<file path="src/rtl/alu_pkg.sv">
// alu_pkg: shared definitions for the ALU operation sequencer.
//   alu_op_e     - 6-bit ALU control codes understood by the shared ALU
//   ALU_NOP      - idle control code; the ALU returns 0 for it
//   seq_state_e  - sequencer FSM states
//   is_legal_op  - true for codes the ALU actually implements
package alu_pkg;

  typedef enum logic [5:0] {
    ALU_ADD   = 6'h00, ALU_SUB   = 6'h01, ALU_SLL   = 6'h02, ALU_SLT   = 6'h03,
    ALU_SLTU  = 6'h04, ALU_XOR   = 6'h05, ALU_SRL   = 6'h06, ALU_SRA   = 6'h07,
    ALU_OR    = 6'h08, ALU_AND   = 6'h09, ALU_ADDI  = 6'h0A, ALU_SLLI  = 6'h0B,
    ALU_SLTI  = 6'h0C, ALU_SLTIU = 6'h0D, ALU_XORI  = 6'h0E, ALU_SRLI  = 6'h0F,
    ALU_ORI   = 6'h10, ALU_ANDI  = 6'h11, ALU_LUI   = 6'h12,
    ALU_BEQ   = 6'h1A, ALU_BNE   = 6'h1B, ALU_BLT   = 6'h1C, ALU_BGE   = 6'h1D
  } alu_op_e;

  localparam logic [5:0] ALU_NOP = 6'b111111;

  typedef enum logic [1:0] {
    IDLE = 2'd0,
    EXEC = 2'd1,
    RESP = 2'd2
  } seq_state_e;

  // Two contiguous legal ranges: 0x00-0x12 and 0x1A-0x1D.
  function automatic logic is_legal_op(input logic [5:0] op);
    return (op <= 6'h12) || ((op >= 6'h1A) && (op <= 6'h1D));
  endfunction

endpackage

</file>
<file path="src/rtl/rr_arbiter2.sv">
// rr_arbiter2: two-way round-robin grant.
//   clk, rst_n  - clock, synchronous active-low reset
//   req_i[1:0]  - request vector
//   hs_i        - grant was taken this cycle; remember the winner
//   gnt_o[1:0]  - one-hot grant (zero when nothing requests)
// On a tie the port that did not win last time is granted. last_q resets
// to 1 so port 0 takes the first tie.
module rr_arbiter2 (
  input  logic       clk,
  input  logic       rst_n,
  input  logic [1:0] req_i,
  input  logic       hs_i,
  output logic [1:0] gnt_o
);

  logic last_q, last_d;

  always_comb begin
    gnt_o = 2'b00;
    case (req_i)
      2'b01:   gnt_o = 2'b01;
      2'b10:   gnt_o = 2'b10;
      2'b11:   gnt_o = last_q ? 2'b01 : 2'b10;
      default: gnt_o = 2'b00;
    endcase
  end

  // Only a real handshake moves priority; a grant that is not taken
  // (e.g. outside IDLE) must not rotate it.
  assign last_d = hs_i ? gnt_o[1] : last_q;

  always_ff @(posedge clk) begin
    if (!rst_n) last_q <= 1'b1;
    else        last_q <= last_d;
  end

endmodule

</file>
<file path="src/rtl/alu_op_sequencer.sv">
// alu_op_sequencer: shares one combinational ALU between two requesters
// (port 0 = execute path, port 1 = debug/CSR). One operation in flight.
//   clk, rst_n                 - clock, synchronous active-low reset
//   req_valid/req_ready[1:0]   - request handshake per port
//   req_op/src1/src2/imm/shamt - operation per port (held while valid)
//   rsp_valid[1:0]/rsp_ready   - response handshake, only owner bit set
//   rsp_data, rsp_err          - captured result / illegal-opcode flag
//   alu_*                      - drive the shared ALU (NOP unless EXEC)
//   alu_result                 - ALU result input
//   busy                       - state is not IDLE
// Flow: IDLE --accept--> EXEC (ALU driven, result captured) --> RESP
// (held until owner's rsp_ready) --> IDLE.
module alu_op_sequencer
  import alu_pkg::*;
#(
  parameter int XLEN    = 32,
  parameter int OP_W    = 6,
  parameter int SHAMT_W = 4
) (
  input  logic                         clk,
  input  logic                         rst_n,
  input  logic [1:0]                   req_valid,
  output logic [1:0]                   req_ready,
  input  logic [1:0][OP_W-1:0]         req_op,
  input  logic [1:0][XLEN-1:0]         req_src1,
  input  logic [1:0][XLEN-1:0]         req_src2,
  input  logic [1:0][XLEN-1:0]         req_imm,
  input  logic [1:0][SHAMT_W-1:0]      req_shamt,
  output logic [1:0]                   rsp_valid,
  input  logic [1:0]                   rsp_ready,
  output logic [XLEN-1:0]              rsp_data,
  output logic                         rsp_err,
  output logic [OP_W-1:0]              alu_cntrl,
  output logic [XLEN-1:0]              alu_src1,
  output logic [XLEN-1:0]              alu_src2,
  output logic [XLEN-1:0]              alu_imm,
  output logic [SHAMT_W-1:0]           alu_shamt,
  input  logic [XLEN-1:0]              alu_result,
  output logic                         busy
);

  seq_state_e          state_q, state_d;
  logic [OP_W-1:0]     op_q, op_d;
  logic [XLEN-1:0]     src1_q, src1_d, src2_q, src2_d, imm_q, imm_d;
  logic [SHAMT_W-1:0]  shamt_q, shamt_d;
  logic                owner_q, owner_d;
  logic [XLEN-1:0]     rsp_data_q, rsp_data_d;
  logic                rsp_err_q, rsp_err_d;

  logic [1:0] gnt;
  logic       idle, hs, win, legal;

  assign idle = (state_q == IDLE);

  rr_arbiter2 u_arb (
    .clk   (clk),
    .rst_n (rst_n),
    .req_i (req_valid),
    .hs_i  (hs),
    .gnt_o (gnt)
  );

  // req_ready depends only on state, arbiter priority and req_valid.
  assign req_ready = idle ? gnt : 2'b00;
  assign hs        = |(req_valid & req_ready);
  assign win       = gnt[1];
  // Legal set is defined on the 6-bit code; OP_W is expected to be 6.
  assign legal     = is_legal_op(6'(op_q));

  always_comb begin
    state_d    = state_q;
    op_d       = op_q;
    src1_d     = src1_q;
    src2_d     = src2_q;
    imm_d      = imm_q;
    shamt_d    = shamt_q;
    owner_d    = owner_q;
    rsp_data_d = rsp_data_q;
    rsp_err_d  = rsp_err_q;
    case (state_q)
      IDLE: begin
        if (hs) begin
          op_d    = req_op[win];
          src1_d  = req_src1[win];
          src2_d  = req_src2[win];
          imm_d   = req_imm[win];
          shamt_d = req_shamt[win];
          owner_d = win;
          state_d = EXEC;
        end
      end
      EXEC: begin
        // Illegal codes return 0 regardless of what the ALU produced.
        rsp_err_d  = ~legal;
        rsp_data_d = legal ? alu_result : '0;
        state_d    = RESP;
      end
      RESP: begin
        // The non-owner rsp_ready bit is deliberately ignored.
        if (rsp_ready[owner_q]) state_d = IDLE;
      end
      default: state_d = IDLE;
    endcase
  end

  always_ff @(posedge clk) begin
    if (!rst_n) begin
      state_q    <= IDLE;
      op_q       <= '0;
      src1_q     <= '0;
      src2_q     <= '0;
      imm_q      <= '0;
      shamt_q    <= '0;
      owner_q    <= 1'b0;
      rsp_data_q <= '0;
      rsp_err_q  <= 1'b0;
    end else begin
      state_q    <= state_d;
      op_q       <= op_d;
      src1_q     <= src1_d;
      src2_q     <= src2_d;
      imm_q      <= imm_d;
      shamt_q    <= shamt_d;
      owner_q    <= owner_d;
      rsp_data_q <= rsp_data_d;
      rsp_err_q  <= rsp_err_d;
    end
  end

  // ALU sees the latched operation only in EXEC; otherwise a quiet NOP
  // so the shared ALU does not toggle.
  assign alu_cntrl = (state_q == EXEC) ? op_q    : {OP_W{1'b1}};
  assign alu_src1  = (state_q == EXEC) ? src1_q  : '0;
  assign alu_src2  = (state_q == EXEC) ? src2_q  : '0;
  assign alu_imm   = (state_q == EXEC) ? imm_q   : '0;
  assign alu_shamt = (state_q == EXEC) ? shamt_q : '0;

  for (genvar g = 0; g < 2; g++) begin : g_rsp
    assign rsp_valid[g] = (state_q == RESP) && (owner_q == 1'(g));
  end

  assign rsp_data = rsp_data_q;
  assign rsp_err  = rsp_err_q;
  assign busy     = ~idle;

endmodule

</file>
<file path="config.mk">
export PLATFORM = sky130hd
export DESIGN_NAME = alu_op_sequencer
export DESIGN_NICKNAME = d
export VERILOG_FILES = /design/src/rtl/alu_pkg.sv /design/src/rtl/rr_arbiter2.sv /design/src/rtl/alu_op_sequencer.sv
export SDC_FILE = /design/constraint.sdc
export NUM_CORES = 1
export LEC_CHECK = 0
export CORE_AREA = 2 2 155 157
export CTS_CLUSTER_DIAMETER = 80
export DETAILED_ROUTE_END_ITERATION = 7
export DIE_AREA = 0 0 157 159
export DONT_BUFFER_PORTS = 1
export PLACE_DENSITY_LB_ADDON = 0.2
export SETUP_SLACK_MARGIN = 0.02
export SLEW_MARGIN = 20
export SYNTH_ARGS = -nofsm -noshare
export SYNTH_HDL_FRONTEND = slang
export SYNTH_HIERARCHICAL = 1
export SYNTH_SLANG_ARGS = --single-unit
export TNS_END_PERCENT = 5
</file>
<file path="constraint.sdc">
create_clock -name clk -period 2.2 [get_ports clk]
set_input_delay 0.22 -clock clk [delete_from_list [all_inputs] [get_ports clk]]
set_output_delay 0.22 -clock clk [all_outputs]
set_load 0.01 [all_outputs]
</file>
==> qor.csv <==
metric;value;unit
synth_cell_types;24;
areaGrowthSynthToFinish;22.58;%
root_buffer;clkbuf_16;
synth.top_cells.by_count;dfxtp_1 (143), nand2_1 (140), mux2i_1 (108), o211a_1 (106), and2_1 (104);
hold_viol;0;
status;finished clean;
powerDensity;804.0;mW/mm^2
slowest_stage;dlygate4sd3_1;
skew;0.009328;ns
rsz0062_at_grt;false;
relSlewSlack;0.5400;
yosysMostFrequentCell;dfxtp_1;
yosys_warnings;6;
syn_inst;771;
tightestPinTransition;0.6900;ns
cp_data_arrival_time;2.39;ns
ir_drop;0.0004371;V
clkTransAtPathRegs;0.06;ns
diodes;0;
synthTopCellsByArea;dfxtp_1 (40%), mux2i_1 (15%), o211a_1 (15%);
num_vias;5919;
wl;21330;um
clock_sinks;143;
wl_per_cell;18.89;um
ys_seq_elements;143;
synth-seq-area-share;0.3981;
drtAntennaViolNets;0;
routabilityCongestion;0.7179;
drtIter0Drc;410;
drive_gt1_frac;0.07037;
setup.worst_path.class;flip-flop to flip-flop;
h-tree-depth;4;
path_cells;nor2b_4 -> buf_12 -> buf_12 -> buf_4 -> nand4b_1 -> o22ai_1 -> dlygate4sd3_1;
grt_max_degree;176;
core_area;0.02319;sq mm
critPathCaptureType;flip-flop;
clk_path_buf_depth;2;
die_w;157;um
final_area;0.008816;sq mm
finalNetCount;1049;
crit_buf_inv;4;
clk_latency;0.41;ns
crit_family;buffers and inverters;
ys_dominant_reg_cell;dfxtp_1;
die_y;159;um
dp_hpwl;13790;um
instances_no_fill;1129;
via_per_inst;5.243;
rows;56;
syn_avg_cell_area;9.328;sq um
maxCapViolCount;0;
start_util;0.3101;
cpMostUsedCell;buf_12;
cts_buffers;17;
tns;0;ns
dpl.cell_count;1027;
slew_viol_final;0;
synth.largest_area_cell;dfxtp_1;
first_pass_iters;4;
grt_pass1_vias;5857;
synth_top_area_share;0.3981;
synth_area;0.007192;sq mm
slowest_delay;0.56;ns
grt_usage;0.1559;
post_dp_cell_area;0.007463;sq mm
required;2.55;ns
setup_viol;0;
pin_count;394;
grt_pass1_wl;30910;um
portBuffers;0;
antenna_found_initial;0;
grt_overflow_total;0;
post-route-period-util;0.9276;
fillers;2294;
p_leak;4.352;nW
drc;0;
worstPathMaxFanout;57;
start_kind;flip-flop;
synth_fp_nets;1021;
cts_tree;yes;
die_area;0.02496;sq mm
synth_edf_count;0;
async_flop_share;0;
hold_path.class;primary input to flip-flop;
fmax;490.0;MHz
fin_crit;2.041;ns
kinds of logic (layout without fill, tap and decap cells):
group | Yosys count | after routing | synth area share
and+or+nand+nor | 290 | 290 | 0.2156
muxes | 108 | 108 | 0.1503
buffers and inverters | 84 | 123 | 0.05185
AOI/OAI and AO/OA | 146 | 146 | 0.1842
DFF | 143 | 143 | 0.3981
routing by layer:
metal,GRT usage,part of all wire,vias to the layer above
met5,0,0,-
met4,0.04170,0.011,0
met3,0.04573,0.075,19
met2,0.2875,0.51,273
met1,0.1723,0.40,2831
li1,-,-,2796
metrics by stage:
stage | total power, mW | worst slack, ns | hold slack, ns | util
after floorplan | 3.857 | 0.4320 | 0.3546 | -
after global placement | 4.030 | 0.4169 | 0.3668 | 0.3218
after detailed placement | 4.069 | 0.2709 | 0.3715 | 0.3218
after CTS | 7.147 | 0.04339 | -0.07863 | 0.3763
after global routing | 7.442 | 0.05880 | 0.03030 | 0.3801
final | 7.088 | 0.1594 | 0.04236 | 0.3801
final cells by class:
type	count	area, sq um	area share
clock buffer	18	429.2	0.04868
multi-input combinational	544	3975	0.4509
tap	319	399.1	0.04527
inverter	5	18.77	0.002129
sequential	143	2864	0.3249
clock inverter	12	158.9	0.01802
timing repair buffer	88	970.9	0.1101
power by group:
| part | total, mW | switching, mW | leakage, nW | internal, mW |
|---|---|---|---|---|
| Clock | 2.92 | 1.14 | 0.283 | 1.78 |
| Combinational | 1.16 | 0.599 | 2.89 | 0.557 |
| Sequential | 3.01 | 0.162 | 1.18 | 2.85 |
| Total | 7.09 | 1.90 | 4.35 | 5.19 |
flip-flops by register name (all words and copies together) (netlist names), 2 cells and up:
signal    cells
imm_q        32
op_q          6
src1_q       32
src2_q       32
rsp_data     32
shamt_q       4
state_q       2
placed cells by master, fill, tap and decap left out, drive strengths merged:
| cell type | count |
|---|---|
| dfxtp | 143 |
| nand2 | 140 |
| mux2i | 108 |
| o211a | 106 |
| and2 | 104 |
| dlygate4sd3 | 64 |
| nand4b | 32 |
| o22ai | 32 |
| buf | 23 |
| clkbuf | 19 |
| inv | 9 |
| nor2b | 6 |
| nand2b | 5 |
| bufinv | 3 |
| clkinv | 3 |
| clkinvlp | 2 |
| nor3 | 2 |
| a21boi | 2 |
| nor2 | 1 |
| a22oi | 1 |
| a31oi | 1 |
| o311a | 1 |
| a21oi | 1 |
| o221a | 1 |
| a211o | 1 |
timing repair:
action / 4_1_cts / 5_1_grt
endpoints found under the setup margin: 1 / 5
pin swaps: 0 / 1
cloned: 0 / 1
resized for setup: 0 / 2
hold endpoints to repair: 143 / 67
hold buffers: 64 / 2
setup buffers: 3 / 2
path summary, 6_finish.rpt:
path / cells past startpoint / slack, ns / startpoint / to
setup / recovery: 7 / 0.16 / state_q[0] / rsp_data[25]
hold / removal: 2 / 0.04 / alu_result[1] / rsp_data[1]
setup reg to reg: 7 / 0.16 / state_q[0] / rsp_data[25]
hold reg to reg: 1 / 0.49 / src1_q[18] / src1_q[18]
Note: power is estimated with default switching activity, not from simulation.
